### src/rtl/stage_f_if.sv
// stage_f_if: fetch-stage control/redirect inputs and fetch outputs.
// The master side (decode/exception logic) drives the control signals;
// the slave side (stage_f) drives the fetch PC and its status.
interface stage_f_if;
    logic        stall;
    logic        req;
    logic        flush;
    logic [31:0] jumpto;
    logic        d_is_jump;
    logic        br_taken;
    logic [31:0] br_target;
    logic [31:0] pc_out;
    logic [4:0]  exc_out;
    logic        slot_out;
    logic [31:0] fetch_cnt;

    modport master (
        output stall, req, flush, jumpto, d_is_jump, br_taken, br_target,
        input  pc_out, exc_out, slot_out, fetch_cnt
    );

    modport slave (
        input  stall, req, flush, jumpto, d_is_jump, br_taken, br_target,
        output pc_out, exc_out, slot_out, fetch_cnt
    );
endinterface

### src/rtl/stage_f.sv
// stage_f: MIPS fetch stage. Owns the program counter, picks the next PC
// from exception entry, ERET, branch/jump or sequential sources, flags
// fetch address errors (AdEL) and marks delay-slot fetches. Also counts
// every PC load for performance monitoring.
module stage_f #(
    parameter logic [31:0] RESET_PC   = 32'h0000_3000,
    parameter logic [31:0] HANDLER_PC = 32'h0000_4180,
    parameter logic [31:0] TEXT_LO    = 32'h0000_3000,
    parameter logic [31:0] TEXT_HI    = 32'h0000_6FFC
) (
    input  logic       clk,
    input  logic       rst,
    stage_f_if.slave   bus
);

    localparam logic [4:0] EXC_NONE = 5'd0;
    localparam logic [4:0] EXC_ADEL = 5'd4;

    logic [31:0] pc_r;
    logic [31:0] fetch_cnt_r;
    logic [31:0] pc_next_s;
    logic        pc_load_s;
    logic [4:0]  exc_s;

    // A fetch address is illegal when misaligned or outside the text segment.
    function automatic logic fetch_addr_bad(input logic [31:0] addr);
        return (addr[1:0] != 2'b00) || (addr < TEXT_LO) || (addr > TEXT_HI);
    endfunction

    // Next-PC selection: exception entry beats stall, stall beats ERET,
    // ERET beats a taken branch, otherwise fetch sequentially (32-bit wrap).
    always_comb begin
        pc_next_s = pc_r + 32'd4;
        pc_load_s = 1'b1;
        if (bus.req) begin
            pc_next_s = HANDLER_PC;
        end else if (bus.stall) begin
            pc_next_s = pc_r;
            pc_load_s = 1'b0;
        end else if (bus.flush) begin
            pc_next_s = bus.jumpto;
        end else if (bus.d_is_jump && bus.br_taken) begin
            pc_next_s = bus.br_target;
        end else begin
            pc_next_s = pc_r + 32'd4;
        end
    end

    // PC and fetch counter; reset takes effect immediately, not at an edge.
    always_ff @(posedge clk or posedge rst) begin
        if (rst) begin
            pc_r        <= RESET_PC;
            fetch_cnt_r <= 32'd0;
        end else begin
            pc_r <= pc_next_s;
            if (pc_load_s) begin
                fetch_cnt_r <= fetch_cnt_r + 32'd1;
            end else begin
                fetch_cnt_r <= fetch_cnt_r;
            end
        end
    end

    // AdEL is reported on the fetch itself; downstream squashes the instruction.
    always_comb begin
        exc_s = EXC_NONE;
        if (fetch_addr_bad(pc_r)) begin
            exc_s = EXC_ADEL;
        end else begin
            exc_s = EXC_NONE;
        end
    end

    assign bus.pc_out    = pc_r;
    assign bus.exc_out   = exc_s;
    assign bus.slot_out  = bus.d_is_jump & ~bus.flush;
    assign bus.fetch_cnt = fetch_cnt_r;

endmodule

### src/flat_wrapper.sv
// flat-port wrapper written by rule: the top's interface ports become plain ports
module stage_f_flat 
#(
    parameter logic [31:0] RESET_PC   = 32'h0000_3000,
    parameter logic [31:0] HANDLER_PC = 32'h0000_4180,
    parameter logic [31:0] TEXT_LO    = 32'h0000_3000,
    parameter logic [31:0] TEXT_HI    = 32'h0000_6FFC
)
  (clk, rst, bus_stall, bus_req, bus_flush, bus_jumpto, bus_d_is_jump, bus_br_taken, bus_br_target, bus_pc_out, bus_exc_out, bus_slot_out, bus_fetch_cnt);
  stage_f_if bus_i ();
  input  logic clk;
  input  logic rst;
  input wire logic [$bits(bus_i.stall)-1:0] bus_stall;
  input wire logic [$bits(bus_i.req)-1:0] bus_req;
  input wire logic [$bits(bus_i.flush)-1:0] bus_flush;
  input wire logic [$bits(bus_i.jumpto)-1:0] bus_jumpto;
  input wire logic [$bits(bus_i.d_is_jump)-1:0] bus_d_is_jump;
  input wire logic [$bits(bus_i.br_taken)-1:0] bus_br_taken;
  input wire logic [$bits(bus_i.br_target)-1:0] bus_br_target;
  output wire logic [$bits(bus_i.pc_out)-1:0] bus_pc_out;
  output wire logic [$bits(bus_i.exc_out)-1:0] bus_exc_out;
  output wire logic [$bits(bus_i.slot_out)-1:0] bus_slot_out;
  output wire logic [$bits(bus_i.fetch_cnt)-1:0] bus_fetch_cnt;
  assign bus_i.stall = bus_stall;
  assign bus_i.req = bus_req;
  assign bus_i.flush = bus_flush;
  assign bus_i.jumpto = bus_jumpto;
  assign bus_i.d_is_jump = bus_d_is_jump;
  assign bus_i.br_taken = bus_br_taken;
  assign bus_i.br_target = bus_br_target;
  assign bus_pc_out = bus_i.pc_out;
  assign bus_exc_out = bus_i.exc_out;
  assign bus_slot_out = bus_i.slot_out;
  assign bus_fetch_cnt = bus_i.fetch_cnt;
  stage_f #(.RESET_PC(RESET_PC), .HANDLER_PC(HANDLER_PC), .TEXT_LO(TEXT_LO), .TEXT_HI(TEXT_HI)) u_core (.clk(clk), .rst(rst), .bus(bus_i));
endmodule
### config.mk
export PLATFORM = sky130hd
export DESIGN_NAME = stage_f_flat
export DESIGN_NICKNAME = d
export VERILOG_FILES = /design/src/rtl/stage_f_if.sv /design/src/rtl/stage_f.sv /design/src/flat_wrapper.sv
export SDC_FILE = /design/constraint.sdc
export NUM_CORES = 1
export LEC_CHECK = 0
export ABC_AREA = 1
export CAP_MARGIN = 25
export CELL_PAD_IN_SITES_DETAIL_PLACEMENT = 1
export CELL_PAD_IN_SITES_GLOBAL_PLACEMENT = 1
export CORE_MARGIN = 5
export CORE_UTILIZATION = 30
export CTS_BUF_LIST = sky130_fd_sc_hd__clkbuf_4
export DETAILED_ROUTE_END_ITERATION = 6
export PLACE_DENSITY = 0.76
export SLEW_MARGIN = 30
export SYNTH_ARGS = -nofsm -noshare
export SYNTH_HDL_FRONTEND = slang
export SYNTH_SLANG_ARGS = --single-unit
export TNS_END_PERCENT = 5
### constraint.sdc
create_clock -name clk -period 2.29 [get_ports clk]
set_clock_uncertainty 0.1 [all_clocks]
set_input_delay 0.5725 -clock clk [delete_from_list [all_inputs] [get_ports clk]]
set_output_delay 0.5725 -clock clk [all_outputs]
set_load 0.005 [all_outputs]
After elaboration in Yosys (flattened, before gate mapping)
Index checks and enable logic that the tools add are counted.
{ "totals": {"ff_bits": 64, "input_bits": 71, "out_inout_bits": 70, "wordCells": 20} }
{ "op_classes": {"add_sub_neg": 2, "n_lt_le_gt_ge": 2, "eq_ne": 1, "n_mux": 7, "n_bitwise": 2, "reduce_logical": 4} }
{ "ops": {"columns": ["cell", "n"], "rows": [
  ["two-way mux 32 bit", 4],
  ["adder 32 x 1 -> 32 bit, second input constant", 1],
  ["adder 32 x 3 -> 32 bit, second input constant", 1],
  ["> comparator 32 x 15 -> 1 bit, second input constant", 1],
  ["< comparator 32 x 14 -> 1 bit, second input constant", 1],
  ["two-way mux 3 bit", 1],
  ["logical OR 1 bit", 2],
  ["two-way mux 1 bit", 2],
  ["inequality test 2 x 1 -> 1 bit, second input constant", 1],
  ["nonzero test 2 bit", 1],
  ["bitwise AND 1 bit", 1],
  ["logical AND 1 bit", 1],
  ["NOT 1 bit", 1]
]} }

Depth between registers and ports, before layout
{ "logic_depth": {"depth_word": 5, "ltp_mapped": 11, "ltp_nobuf": 11} }

Worst setup path before layout
No wires, ideal clock.
{ "synth_path": {"path_type": "reg2out", "from": "register u_core.pc_r[13], in the netlist u_core.bus.pc_out[13]", "to": "output bus_exc_out[2]", "arrival_time_ns": 1.160, "t_required_ns": 1.617, "setup_slack_ns": 0.458, "path_stages_with_launch": 4, "n_path_buf": 0, "path_cell_list": "dfstp_2 nand2_1 a2111oi_0 nand3b_1"} }
{ "synth_between": {"elab_chain_cells": 4, "word_cells_on_any_way": 5, "classes_between": "2 x order compare; 1 x mux; 2 x reduce/logical"} }
{ "synth_lines": {"columns": ["item", "line_no", "text"], "rows": [
  ["start: declaration", "stage_f.sv:19", "logic [31:0] pc_r;"],
  ["start signal: assignment", "stage_f.sv:55", "pc_r <= pc_next_s;"],
  ["< comparator 32 x 14 -> 1 bit", "stage_f.sv:27", "return (addr[1:0] != 2'b00) || (addr < TEXT_LO) || (addr > TEXT_HI);"],
  ["logical OR 1 bit", "stage_f.sv:27", null],
  ["logical OR 1 bit *", "stage_f.sv:27", null],
  ["two-way mux 3 bit *", "stage_f.sv:67", "if (fetch_addr_bad(pc_r)) begin"],
  ["end: declaration", "flat_wrapper.sv:21", "output wire logic [$bits(bus_i.exc_out)-1:0] bus_exc_out;"]
]} }
Mark *: on every way between the ends. The rest lies on a longest branch, timed or not.

Final worst setup path
{ "layout_path": {"from": "register u_core.pc_r[25], in the netlist u_core.bus.pc_out[25]", "to": "output bus_exc_out[2]"} }
The elaborated chain is that of the path after synthesis.

==> metrics <==
outcome=complete, but fails checks; failing checks=negative setup slack; largest net degree at the start of global routing=52; io pins=between 100 and 150; Setup WS post-layout=-0.103 ns; Die W=136 microns; first-pass GRT wire length=27.9 mm; CTS tree=done; Rows=46; cell area after synthesis=4750 sq um; startpoint types=flop; Synth area leader=dfrtp_1; Antenna Violating Nets Remaining=0; post-synthesis adder-cell area fraction=less than 1%; most common cell after layout, fill and taps aside=nand2_1; Worst Path Max Fanout=2; Avg WL per Cell=~15 microns; Max Fclk=418 MHz; post-layout min period=2.39 ns; starting DRC count in detailed routing=228; sequential fraction of the synthesis area=33.8%; Worst Path Required=1.62 ns; Mapped Cells=around 760; CTS Buf Count=9; register area=between 1500 and 2000 sq um; GRT Util Overall=about 19%; count of placed standard cells including taps=around 1100; mux cell area share after synthesis=0%; GRT overflow=0; Pwr Density=503 nW/um^2; area occupied by multi-input gates=2740 sq um; R2R setup slack=between 0.3 and 0.4 ns; Peak VDD IR=0.316 mV; largest family of logic cells by synthesized area=simple AND/OR/NAND/NOR gates; Area growth syn-to-layout=43.6%; DP Worst Slack=-0.145 ns; max-cap violations=0; crit path from=u_core.bus.pc_out[25]$_DFFE_PP0P_; Crit Path Class=reg -> out; CP endpoint kind=output pin; Setup violations, final=1; Distinct cells, synth=35; Yosys top cell area share=between 30% and 40%; FILL cells=2090; synthesized area per cell=6.23 sq um; Worst EP arrival=approximately 1.7 ns; DR DRC count=0; htree depth=3; worst hold margin=0.303 ns; TritonRoute pass-1 iters=4; reg2reg start=u_core.bus.pc_out[2]$_DFFE_PP0P_; Final period util=105%; Die Ht=between 100 and 150 microns; top post-synthesis cells by area=dfrtp_1 33%, nand2_1 22%, nor2_1 9.9%; number of global-route vias before repair=5374; antenna cells=0; Starting Density=slightly above 30%; final RePlAce weighted congestion=0.938; Min-Delay Path Class=in -> async; die area=18500 sq um; initial antenna violation count=0; CTS clk-pin slew, worst paths=around 0.12 ns; final hold viol count=0; Lkg Pwr=3.19 nW; total power=3.43 mW; Compound-Gate Fraction of Synth Area=5.35%; Simple-Gate Fraction of Synth Area=between 40% and 50%; core area=15700 sq um; Detailed Place HPWL=14.1 mm; CTS Sinks=between 60 and 70; Total Routed Length=17.4 mm; #FFs+latches synth=between 60 and 70; vias per inst=4.60; commonest cells after routing, fill and taps aside=276 x nand2_1, 130 x clkdlybuf4s50_1, 125 x nor2_1; number of synthesis warnings=0; Final Max Tran Viols=0; share of cells above drive strength 1=9.84%; nets=1004; CTS root buf=clkbuf_4; unrepaired setup endpoints after global routing=yes; Max clock buf depth=2; Finished Layout Cells=approximately 1200; worst skew pair latency=0.47 ns; I/O Buffers=136; xor/xnor cell area share of the yosys netlist=5.35%; Via Count=5293
==> final timing paths <==
path	cells past startpoint	to
min	2	u_core.bus.pc_out[28]$_DFFE_PP0P_
min in group clk	2	u_core.bus.fetch_cnt[31]$_DFFE_PP0P_
max in group asynchronous	3	u_core.bus.pc_out[13]$_DFFE_PP1P_
max reg2reg	10	u_core.bus.pc_out[18]$_DFFE_PP0P_
max	5	bus_exc_out[2]
min reg2reg	2	u_core.bus.fetch_cnt[31]$_DFFE_PP0P_
==> critical path, cell delays in order, from the launching register on <==
cell	delay, ns
dfrtp_1	0.39
inv_1	0.08
nand4_1	0.14
nor4_2	0.33
nand3b_1	0.16
buf_2	0.16
==> synth_stat cells (all sizes together) <==
library cell	number
a2111oi	1
a211oi	1
a21oi	7
a31o	1
a31oi	1
a32oi	2
and2	3
buf	10
clkbuf	13
clkinv	1
conb	1
dfrtp	62
dfstp	2
ha	2
inv	88
nand2	287
nand3	49
nand3b	2
nand4	15
nor2	141
nor3	12
nor4	1
o211ai	1
o21ai	23
o21bai	3
o22ai	4
or2	1
xnor2	9
xor2	20
==> power breakdown <==
| group | switching (mW) | total, mW | internal, mW |
|---|---|---|---|
| clock network | 0.453 | 0.893 | 0.440 |
| logic | 0.528 | 1.10 | 0.574 |
| registers | 0.176 | 1.44 | 1.26 |
==> kinds of logic (layout without fill, tap and decap cells) <==
logic type                 after synthesis  after routing
buffers and inverters                  112            281
and+or+nand+nor                        511            511
DFF                                     64             64
AOI/OAI and AO/OA                       44             44
other                                    1              4
adders and majority gates                2              2
xor gates and xnor gates                29             29
==> stage by stage <==
step,instance area [sq um],TNS (ns),util [%]
final,6820,-0.103,43.4
after CTS,6810,-0.129,43.4
after global routing,6820,-0.150,43.4
after detailed placement,6650,-0.264,42.3
after floorplan,4760,0,-
after global placement,6650,-0.204,42.3
==> flip-flops by register name, summed over array words and instances (netlist names) <==
register and count:
u_core.bus.fetch_cnt 32, u_core.bus.pc_out 32
==> per-layer routing <==
layer | global-route usage, % | share of wire [%] | vias to the layer above
met1 | 23.6 | 43 | 2484
met5 | 0 | 0 | -
met4 | 4.87 | 1.1 | 0
met3 | 3.33 | 5.0 | 13
met2 | 35.0 | 51 | 113
li1 | - | - | 2683
==> layout make-up <==
cell class	instances	share of cell area [%]
clock buffers	10	1.10
well taps	216	3.96
clock inverters	5	1.06
repair buffers	177	25.3
multi-input cells	590	40.2
flip-flops and latches	64	23.5
inverters	89	4.90
==> what timing repair did <==
item                                    in CTS  in global routing
endpoints found under the setup margin       4                  1
setup buffers                                0                  1
pin swaps                                    2                  3
hold buffers                                 0                  0
gates resized for setup                     13                  3
(Power assumes the default switching activity.)
